<file path="config.mk">
export PLATFORM = sky130hd
export DESIGN_NAME = seven_seg_capture
export DESIGN_NICKNAME = d
export VERILOG_FILES = /design/src/rtl/seven_seg_pkg.sv /design/src/rtl/seven_seg_glyph_decode.sv /design/src/rtl/seven_seg_capture.sv
export SDC_FILE = /design/constraint.sdc
export NUM_CORES = 1
export LEC_CHECK = 0
export BUFFER_PORTS_ARGS = -buffer_cell sky130_fd_sc_hd__buf_2
export CAP_MARGIN = 10
export CORE_AREA = 10 10 128 130
export DETAILED_ROUTE_END_ITERATION = 16
export DIE_AREA = 0 0 138 140
export GPL_TIMING_DRIVEN = 0
export PLACE_DENSITY = 0.49
export SLEW_MARGIN = 20
export SYNTH_ARGS = -nofsm -noshare
export SYNTH_HDL_FRONTEND = slang
export SYNTH_SLANG_ARGS = --single-unit
</file>
<file path="constraint.sdc">
create_clock -name clk -period 7.7 [get_ports clk]
set_clock_uncertainty 0.1 [all_clocks]
set_input_delay 1.54 -clock clk [delete_from_list [all_inputs] [get_ports clk]]
set_output_delay 1.54 -clock clk [all_outputs]
set_load 0.005 [all_outputs]
</file>
<file path="src/rtl/seven_seg_pkg.sv">
// Shared seven-segment definitions: glyph table (active-high g..a), blank pattern, capture FSM states.
package seven_seg_pkg;

  localparam logic [6:0] SEG_BLANK = 7'h00;

  // Entry i is the active-high g..a pattern for hex digit i; the encoder side uses the same table.
  localparam logic [15:0][6:0] GLYPH_TBL = {
    7'h71, 7'h79, 7'h5E, 7'h39, 7'h7C, 7'h77, 7'h67, 7'h7F,
    7'h07, 7'h7D, 7'h6D, 7'h66, 7'h4F, 7'h5B, 7'h06, 7'h3F
  };

  typedef enum logic [1:0] {
    S_WAIT,
    S_SETTLE,
    S_HELD
  } cap_state_t;

endpackage

</file>
<file path="src/rtl/seven_seg_glyph_decode.sv">
// Active-low segment pattern to hex nibble; unknown or blank glyphs give nibble 0 with err set.
// Purely combinational, no backpressure.
module seven_seg_glyph_decode
  import seven_seg_pkg::*;
(
  input  logic [6:0] seg_n,
  output logic [3:0] nibble,
  output logic       err
);

  logic [6:0] seg;

  assign seg = ~seg_n;

  always_comb begin
    nibble = '0;
    err    = 1'b1;
    if (seg != SEG_BLANK) begin
      for (int i = 0; i < 16; i++) begin
        if (seg == GLYPH_TBL[i]) begin
          nibble = 4'(i);
          err    = 1'b0;
        end
      end
    end
  end

endmodule

</file>
<file path="src/rtl/seven_seg_capture.sv">
// Recovers hex digits from a multiplexed active-low seven-segment bus and emits them as frames.
// Latency: pins -> capture 2+STABLE_CYCLES-1 cycles; last capture -> out_valid next cycle.
// Backpressure: one output slot; frames completing while it is busy set sticky overrun.
module seven_seg_capture
  import seven_seg_pkg::*;
#(
  parameter int NUM_DIGITS    = 4,
  parameter int STABLE_CYCLES = 4
) (
  input  logic                    clk,
  input  logic                    rst,
  input  logic [6:0]              seg_n,
  input  logic [NUM_DIGITS-1:0]   an_n,
  output logic                    out_valid,
  input  logic                    out_ready,
  output logic [4*NUM_DIGITS-1:0] out_digits,
  output logic [NUM_DIGITS-1:0]   out_err,
  output logic                    overrun
);

  localparam int CW = $clog2(STABLE_CYCLES + 1);
  localparam logic [CW-1:0] STABLE_C = CW'(STABLE_CYCLES);
  localparam logic [CW-1:0] CNT_ONE  = CW'(1);

  logic [6:0]              seg_s1, seg_s2, lat_seg, lat_seg_nxt;
  logic [NUM_DIGITS-1:0]   an_s1, an_s2, lat_an, lat_an_nxt;
  cap_state_t              state, state_nxt;
  logic [CW-1:0]           cnt, cnt_nxt;
  logic                    one_hot, same, restart, cap;
  logic [3:0]              nib;
  logic                    nib_err;
  logic [NUM_DIGITS-1:0]   seen, seen_nxt, sh_err, sh_err_nxt;
  logic [4*NUM_DIGITS-1:0] sh_dig, sh_dig_nxt;
  logic                    full, slot_free;

  assign one_hot = $onehot(~an_s2);
  assign same    = (an_s2 == lat_an) && (seg_s2 == lat_seg);

  always_comb begin
    state_nxt   = state;
    cnt_nxt     = cnt;
    lat_an_nxt  = lat_an;
    lat_seg_nxt = lat_seg;
    cap         = 1'b0;
    restart     = 1'b0;
    case (state)
      S_WAIT: restart = 1'b1;
      S_SETTLE: begin
        if (same) begin
          if (cnt != STABLE_C) cnt_nxt = cnt + CNT_ONE;
          if (cnt + CNT_ONE == STABLE_C) begin
            cap       = 1'b1;
            state_nxt = S_HELD;
          end
        end else begin
          restart = 1'b1;
        end
      end
      S_HELD:  if (!same) restart = 1'b1;
      default: restart = 1'b1;
    endcase
    // A fresh one-hot sample starts a new dwell; anything else parks in S_WAIT.
    if (restart) begin
      if (one_hot) begin
        lat_an_nxt  = an_s2;
        lat_seg_nxt = seg_s2;
        cnt_nxt     = CNT_ONE;
        if (STABLE_C == CNT_ONE) begin
          cap       = 1'b1;
          state_nxt = S_HELD;
        end else begin
          state_nxt = S_SETTLE;
        end
      end else begin
        cnt_nxt   = '0;
        state_nxt = S_WAIT;
      end
    end
  end

  // Decoding the next latch value lets a single-cycle dwell capture in the same cycle.
  seven_seg_glyph_decode u_decode (
    .seg_n  (lat_seg_nxt),
    .nibble (nib),
    .err    (nib_err)
  );

  always_comb begin
    sh_dig_nxt = sh_dig;
    sh_err_nxt = sh_err;
    seen_nxt   = seen;
    if (cap) begin
      for (int i = 0; i < NUM_DIGITS; i++) begin
        if (!an_s2[i]) begin
          sh_dig_nxt[4*i +: 4] = nib;
          sh_err_nxt[i]        = nib_err;
          seen_nxt[i]          = 1'b1;
        end
      end
    end
  end

  assign full      = &seen_nxt;
  assign slot_free = !out_valid || out_ready;

  always_ff @(posedge clk) begin
    if (rst) begin
      seg_s1  <= 7'h7F;
      seg_s2  <= 7'h7F;
      an_s1   <= '1;
      an_s2   <= '1;
      state   <= S_WAIT;
      cnt     <= '0;
      lat_an  <= '1;
      lat_seg <= 7'h7F;
    end else begin
      seg_s1  <= seg_n;
      seg_s2  <= seg_s1;
      an_s1   <= an_n;
      an_s2   <= an_s1;
      state   <= state_nxt;
      cnt     <= cnt_nxt;
      lat_an  <= lat_an_nxt;
      lat_seg <= lat_seg_nxt;
    end
  end

  always_ff @(posedge clk) begin
    if (rst) begin
      out_valid  <= 1'b0;
      out_digits <= '0;
      out_err    <= '0;
      overrun    <= 1'b0;
      seen       <= '0;
      sh_dig     <= '0;
      sh_err     <= '0;
    end else begin
      sh_dig <= sh_dig_nxt;
      sh_err <= sh_err_nxt;
      if (full && slot_free) begin
        out_valid  <= 1'b1;
        out_digits <= sh_dig_nxt;
        out_err    <= sh_err_nxt;
        seen       <= '0;
      end else begin
        seen <= seen_nxt;
        if (full) overrun <= 1'b1;
        else if (out_ready) out_valid <= 1'b0;
      end
    end
  end

endmodule

</file>
# After elaboration in Yosys (flattened, before gate mapping)
# Index checks and enable logic that the tools add are counted.
classes:
  div_mod_pow: 0
  muxes: 68
  n_eq_ne: 24
  multipliers: 0
  bitwise_logic: 3
  addsub: 4
  magnitude_cmp: 0
  reduce_logical: 18
  shifts: 0
op_table:
  columns: ["cell", "count"]
  rows:
  - ["$eq A7 B7 Y1 const B", 12]
  - ["$mux W4", 15]
  - ["$mux W1", 36]
  - ["$mux W3", 8]
  - ["$mux W16", 1]
  - ["$eq A7 B3 Y1 const B", 2]
  - ["$eq A7 B6 Y1 const B", 2]
  - ["$mux W7", 2]
  - ["$mux W2", 6]
  - ["$reduce_bool A2 Y1", 5]
  - ["$eq A7 B7 Y1", 1]
  - ["$not A7 Y7", 1]
  - ["$reduce_bool A7 Y1", 1]
  - ["$reduce_and A3 Y1", 2]
  - ["$reduce_and A5 Y1", 1]
  - ["$add A1 B1 Y2", 2]
  - ["$eq A4 B4 Y1", 1]
  - ["$not A4 Y4", 1]
  - ["$reduce_and A2 Y1", 2]
  - ["$reduce_and A4 Y1", 1]
  - ["$reduce_or A2 Y1", 2]
  - ["$add A2 B2 Y3", 1]
  - ["$add A3 B1 Y3 const B", 1]
  - ["$eq A3 B1 Y1 const B", 1]
  - ["other kinds (9)", 10]
totals:
  ram_bits: 0
  regBits: 84
  mem_bits_ro: 0
  n_memories: 0
  latch_bits: 0

# Depth between registers and ports, before layout
logic_depth:
  ltp_word: 27
  mapped_depth: 13
  depth_no_buf: 11

# By module
# From an unflattened synthesis, not the netlist that was laid out.
unflattened:
  cells_unflattened: 344
  hier_area_um2: 3767.4
by_module_without_submodules:
  columns: ["mod", "instances", "cells_per_inst", "area_per_inst_um2"]
  rows:
  - ["seven_seg_capture", 1, 296, 3369.5]
  - ["seven_seg_glyph_decode", 1, 48, 397.9]

# Worst setup path before layout
# Ideal clock, no wire load.
synth_path:
  path_type: "register to register"
  start: "register an_s2[0]"
  end: "register out_err[1]"
  stages_incl_launch_ff: 13
  synth_period_minus_slack_ps: 3242
  setup_ps: 133
  t_required_ps: 7467
  path_slack_ps: 4458
  t_arrival_ps: 3009
  path_cell_list: "dfxtp_1 fa_1 inv_1 ha_1 ha_1 or3b_1 buf_2 mux2i_1 a21oi_1 nor2_1 o211a_1 nor4_1 o41ai_2"
synth_via:
  elab_chain_len: 27
  word_cells_on_any_way: 53
  classes_between: "add/sub (2); eq/ne (18); mux (27); bitwise (2); reduce/logical (4)"
synth_lines:
  columns: ["element", "line", "source"]
  rows:
  - ["from (decl)", "seven_seg_capture.sv:26", "logic [NUM_DIGITS-1:0] an_s1, an_s2, lat_an, lat_an_nxt;"]
  - ["from (signal assigned)", "seven_seg_capture.sv:120", "an_s2 <= an_s1;"]
  - ["$not A4 Y4", "seven_seg_capture.sv:36", "assign one_hot = $onehot(~an_s2);"]
  - ["$add A1 B1 Y2 (not written as such)", "seven_seg_capture.sv:36", null]
  - ["$add A2 B2 Y3 (not written as such)", "seven_seg_capture.sv:36", null]
  - ["$eq A3 B1 Y1", "seven_seg_capture.sv:36", null]
  - ["$mux W7", "seven_seg_capture.sv:64", "if (one_hot) begin"]
  - ["$mux W7", "seven_seg_capture.sv:63", "if (restart) begin"]
  - ["$not A7 Y7", "seven_seg_glyph_decode.sv:13", "assign seg = ~seg_n;"]
  - ["$eq A7 B6 Y1", "seven_seg_glyph_decode.sv:20", "if (seg == GLYPH_TBL[i]) begin"]
  - ["$mux W1 (16 in a row)", "seven_seg_glyph_decode.sv:20", null]
  - ["$mux W1", "seven_seg_glyph_decode.sv:18", "if (seg != SEG_BLANK) begin"]
  - ["$mux W1", "seven_seg_capture.sv:94", "if (!an_s2[i]) begin"]
  - ["$mux W4", "seven_seg_capture.sv:92", "if (cap) begin"]
  - ["to (signal assigned)", "seven_seg_capture.sv:143", "out_err <= sh_err_nxt;"]
  - ["to (decl)", "seven_seg_capture.sv:17", "output logic [NUM_DIGITS-1:0] out_err,"]
# Parallel ways exist; a longest one is shown, timed or not.
# A chain may end at the register's enable or synchronous reset.

# Worst setup path in the final report
layout_path:
  start: "register an_s2[0]"
  end: "register out_digits[8]"
layout_via:
  elab_chain_len: 26
  word_cells_on_any_way: 51
  classes_between: "add/sub (2); eq/ne (17); mux (26); bitwise (2); reduce/logical (4)"
layout_lines:
  columns: ["element", "line", "source"]
  rows:
  - ["$not A4 Y4", "seven_seg_capture.sv:36", null]
  - ["$add A1 B1 Y2 (not written as such)", "seven_seg_capture.sv:36", null]
  - ["$add A2 B2 Y3 (not written as such)", "seven_seg_capture.sv:36", null]
  - ["$eq A3 B1 Y1", "seven_seg_capture.sv:36", null]
  - ["$mux W7", "seven_seg_capture.sv:64", null]
  - ["$mux W7", "seven_seg_capture.sv:63", null]
  - ["$not A7 Y7", "seven_seg_glyph_decode.sv:13", null]
  - ["$eq A7 B3 Y1", "seven_seg_glyph_decode.sv:20", null]
  - ["$mux W1", "seven_seg_glyph_decode.sv:20", null]
  - ["$mux W2 (2 in a row)", "seven_seg_glyph_decode.sv:20", null]
  - ["$mux W3 (4 in a row)", "seven_seg_glyph_decode.sv:20", null]
  - ["$mux W4 (8 in a row)", "seven_seg_glyph_decode.sv:20", null]
  - ["$mux W4", "seven_seg_glyph_decode.sv:18", null]
  - ["$mux W4", "seven_seg_capture.sv:94", null]
  - ["$mux W16", "seven_seg_capture.sv:92", null]
  - ["to (signal assigned)", "seven_seg_capture.sv:142", "out_digits <= sh_dig_nxt;"]
  - ["to (decl)", "seven_seg_capture.sv:16", "output logic [4*NUM_DIGITS-1:0] out_digits,"]
# Parallel ways exist; a longest one is shown, timed or not.

==> results.py <==
metrics = {
    "sta": {
        "hold_viol_final": 0,
        "setup_violations": 0,
        "fmax_mhz": 269,
        "finalCriticalPeriod_ns": 3.72,
        "tns_ns": 0,
        "post-route-period-util_pct": 48.3,
        "tightest_slew_ns": 0.649,
        "slew_violations": 0,
        "max_slew_margin_pct": 56.3,
        "rsz0062_at_grt": "false",
    },
    "detailed_routing": {
        "postRouteAntennaNets": 0,
        "wirelength_um": 10800,
        "wl_per_cell_um": 15.7,
        "vias": 3484,
        "drc": 0,
        "drtIter0Drc": 316,
        "viasPerCell": 5.04,
        "first_pass_iters": 4,
    },
    "die": {
        "die_h_um": 140,
        "core_region_area_um2": 13800,
        "rows": 43,
        "die_area_um2": 19300,
        "fp.dieW_um": 138,
        "ioPinCount": 36,
        "start_util_pct": 28.7,
    },
    "power_and_ir_drop": {
        "p_int_uw": 749,
        "power.density_nw_per_um2": 220,
        "combinationalPowerShare_pct": 12.5,
        "power.leakage_nw": 1.72,
        "clkPwrFrac_pct": 43.2,
        "switchingPower_uw": 272,
        "ir_drop_uv": 130,
        "power_frac_seq_pct": 44.4,
        "sw_frac_of_total_pct": 26.7,
    },
    "place": {
        "dpl.hpwl_um": 8100,
        "io_buffers": 35,
        "finalWeightedCongestion": 0.834,
        "placed_area_um2": 4350,
    },
    "logic_synthesis": {
        "yosysSeqAreaShare_pct": 42.6,
        "syn_inst": 460,
        "syn-num-nets": 481,
        "synth_edf_count": 0,
        "syn_area_um2": 3950,
        "synthDistinctLibCells": 56,
        "ys.flop_type": "dfxtp_1",
        "synth-seq-cells": 84,
        "async_reset_ff_share_pct": 0,
        "yosys_warnings": 0,
        "syn_area_per_cell_um2": 8.59,
    },
    "grt": {
        "grt_pass1_vias": 3355,
        "grt_max_degree": 15,
        "antenna_found_initial": 0,
        "grt_pass1_wl_um": 17800,
        "overflow": 0,
        "grt_usage_pct": 11.3,
    },
    "worst_setup_path": {
        "cp_data_arrival_time_ns": 3.82,
        "critPathCaptureType": "register",
        "critical-path-max-stage-delay_ns": 0.55,
        "crit_fanout": 10,
        "cp-start-kind": "register",
        "critical-path-top-delay-family": "adder cells",
        "cp_cell_sequence": "fa_1 -> inv_1 -> ha_1 -> ha_1 -> or3b_1 -> buf_2 -> clkbuf_1 -> mux2i_1 -> a211oi_1 -> nand3_1 -> nand3_1 -> a311oi_1",
        "worst_path_max_delay_cell": "fa_1",
        "r2r_setup_slack_ns": 3.98,
        "cp.required_ns": 7.80,
        "worstReg2RegEnd": "out_digits[8]",
        "criticalPathCategory": "reg -> reg",
        "r2r_start": "an_s2[0]",
        "critPathBufInv": 3,
        "reg2reg_depth": 12,
    },
    "run": {
        "drv_cap": 0,
    },
    "clocking": {
        "h-tree-depth": 3,
        "holdBufCountCts": 0,
        "clk_latency_ns": 0.35,
        "cts_setup_buffers": 0,
        "cts_buffers": 9,
        "cts.sinks": 84,
        "cts_resized": 0,
        "cts_tree": "yes",
        "cts.reportedPaths.clkPinSlew_ns": 0.07,
        "clockBufferDepth": 2,
        "cts_root_buffer": "clkbuf_16",
    },
    "worst_hold_path": {
        "hold_path.class": "reg -> reg",
        "worstHoldPathCells": 1,
        "whs_endpoint": "an_s2[2]",
        "hold_start": "an_s1[2]",
    },
    "layout": {
        "finalInstanceArea_um2": 4650,
        "drive_gt1_share_pct": 18.6,
        "fin_nets": 527,
        "area_growth_pct": 17.8,
        "antennaDiodeCount": 0,
    },
    "outcome": {
        "outcome": "complete, no violations",
    },
}
layout make-up:
cell class	count	area, um^2
buffer	35	145
tap	180	225
timing repair buffer	35	175
clock inverter	5	58.8
fill	1482	9120
clock buffer	11	243
inverter	9	33.8
multi-input combinational	332	2090
sequential	84	1680
flip-flops by register name, summed over array words and instances (netlist names):
| signal | count |
|---|---|
| seen | 4 |
| an_s2 | 4 |
| seg_s2 | 7 |
| state | 2 |
| out_digits | 16 |
| sh_dig | 16 |
| cnt | 3 |
| lat_seg | 7 |
| an_s1 | 4 |
| lat_an | 4 |
| out_valid | 1 |
| sh_err | 4 |
| out_err | 4 |
| overrun | 1 |
| seg_s1 | 7 |
per-stage QoR:
step | std cells | total power [mW] | hold WS [ns] | setup WS, ns | util [%]
final | 691 | 1.02 | 0.307 | 3.98 | 33.8
after global routing | 691 | 1.07 | 0.320 | 3.74 | 33.8
after CTS | 691 | 1.03 | 0.307 | 4.00 | 33.8
after detailed placement | 675 | 0.589 | 0.294 | 4.02 | 31.6
after global placement | 675 | 0.589 | 0.292 | 3.96 | 31.6
after floorplan | 460 | 0.555 | 0.289 | 4.46 | -
cells in the final DEF, fill, tap and decap left out, types with 5 or more instances in the layout:
master	instances
nor3_1	13
inv_1	9
o21ai_1	5
nand3b_1	6
mux2i_1	7
dfxtp_1	84
nand2_1	40
a311oi_1	8
o21ai_0	8
or2_2	25
clkbuf_1	28
nor2_1	42
o21bai_1	8
clkbuf_16	9
and3_1	8
nand3_1	24
nor4_1	7
xor2_1	16
buf_2	40
nand4_1	10
ha_1	6
a21oi_1	35
cells by family after synthesis:
| family | count (synthesis) | share of synthesized area [%] |
|---|---|---|
| adders and majority gates | 7 | 2.41 |
| buffers and inverters | 44 | 4.53 |
| muxes | 9 | 2.34 |
| xor gates and xnor gates | 18 | 3.99 |
| DFF | 84 | 42.6 |
| and+or+nand+nor | 201 | 27.5 |
| AOI/OAI and AO/OA | 97 | 16.7 |
synthesized netlist by cell type (6+ instances only):
library cell | count | area share, %
nand3b_1 | 6 | 1.1
inv_1 | 9 | 0.85
xor2_1 | 16 | 3.5
clkbuf_1 | 27 | 2.6
a311oi_1 | 8 | 1.8
nor2_1 | 42 | 4.0
nor4_1 | 7 | 1.1
nand3_1 | 24 | 3.0
mux2i_1 | 7 | 1.8
dfxtp_1 | 84 | 43
nor3_1 | 13 | 1.6
or2_2 | 25 | 4.0
a21oi_1 | 35 | 4.4
and3_1 | 8 | 1.3
ha_1 | 6 | 1.9
o21ai_0 | 8 | 1.0
o21bai_1 | 8 | 1.5
nand2_1 | 40 | 3.8
nand4_1 | 10 | 1.6
metal layers:
layer | vias to the layer above | GRT usage (%) | routed length (um) | share of wire (%)
met4 | 0 | 5.44 | 212 | 2.0
met2 | 92 | 16.6 | 4760 | 44
met3 | 19 | 2.64 | 444 | 4.1
li1 | 1735 | - | - | -
met1 | 1638 | 15.2 | 5410 | 50
met5 | - | 0 | 0 | 0
worst max-delay path by stage:
stage	start	endpoint	slack (ns)	cells past startpoint
finish	an_s2[0]	out_digits[8]	3.98	12
global route	an_s2[0]	out_digits[8]	3.74	12
CTS	an_s2[0]	out_digits[8]	4.00	12
detailed placement	an_s2[0]	out_digits[8]	4.02	12
global placement	an_s2[0]	out_digits[12]	3.96	12
floorplan	an_s2[0]	out_err[1]	4.46	12
power by group through the flow:
| stage | combinational [mW] | sequential, mW | clock (mW) |
|---|---|---|---|
| 2_1_floorplan | 0.0951 | 0.460 | 0 |
| 3_3_place_gp | 0.126 | 0.463 | 0 |
| 3_5_place_dp | 0.126 | 0.463 | 0 |
| 4_1_cts | 0.126 | 0.453 | 0.451 |
| 5_1_grt | 0.142 | 0.455 | 0.471 |
| 6_report | 0.127 | 0.453 | 0.441 |
Note: power is estimated with default switching activity, not from simulation.
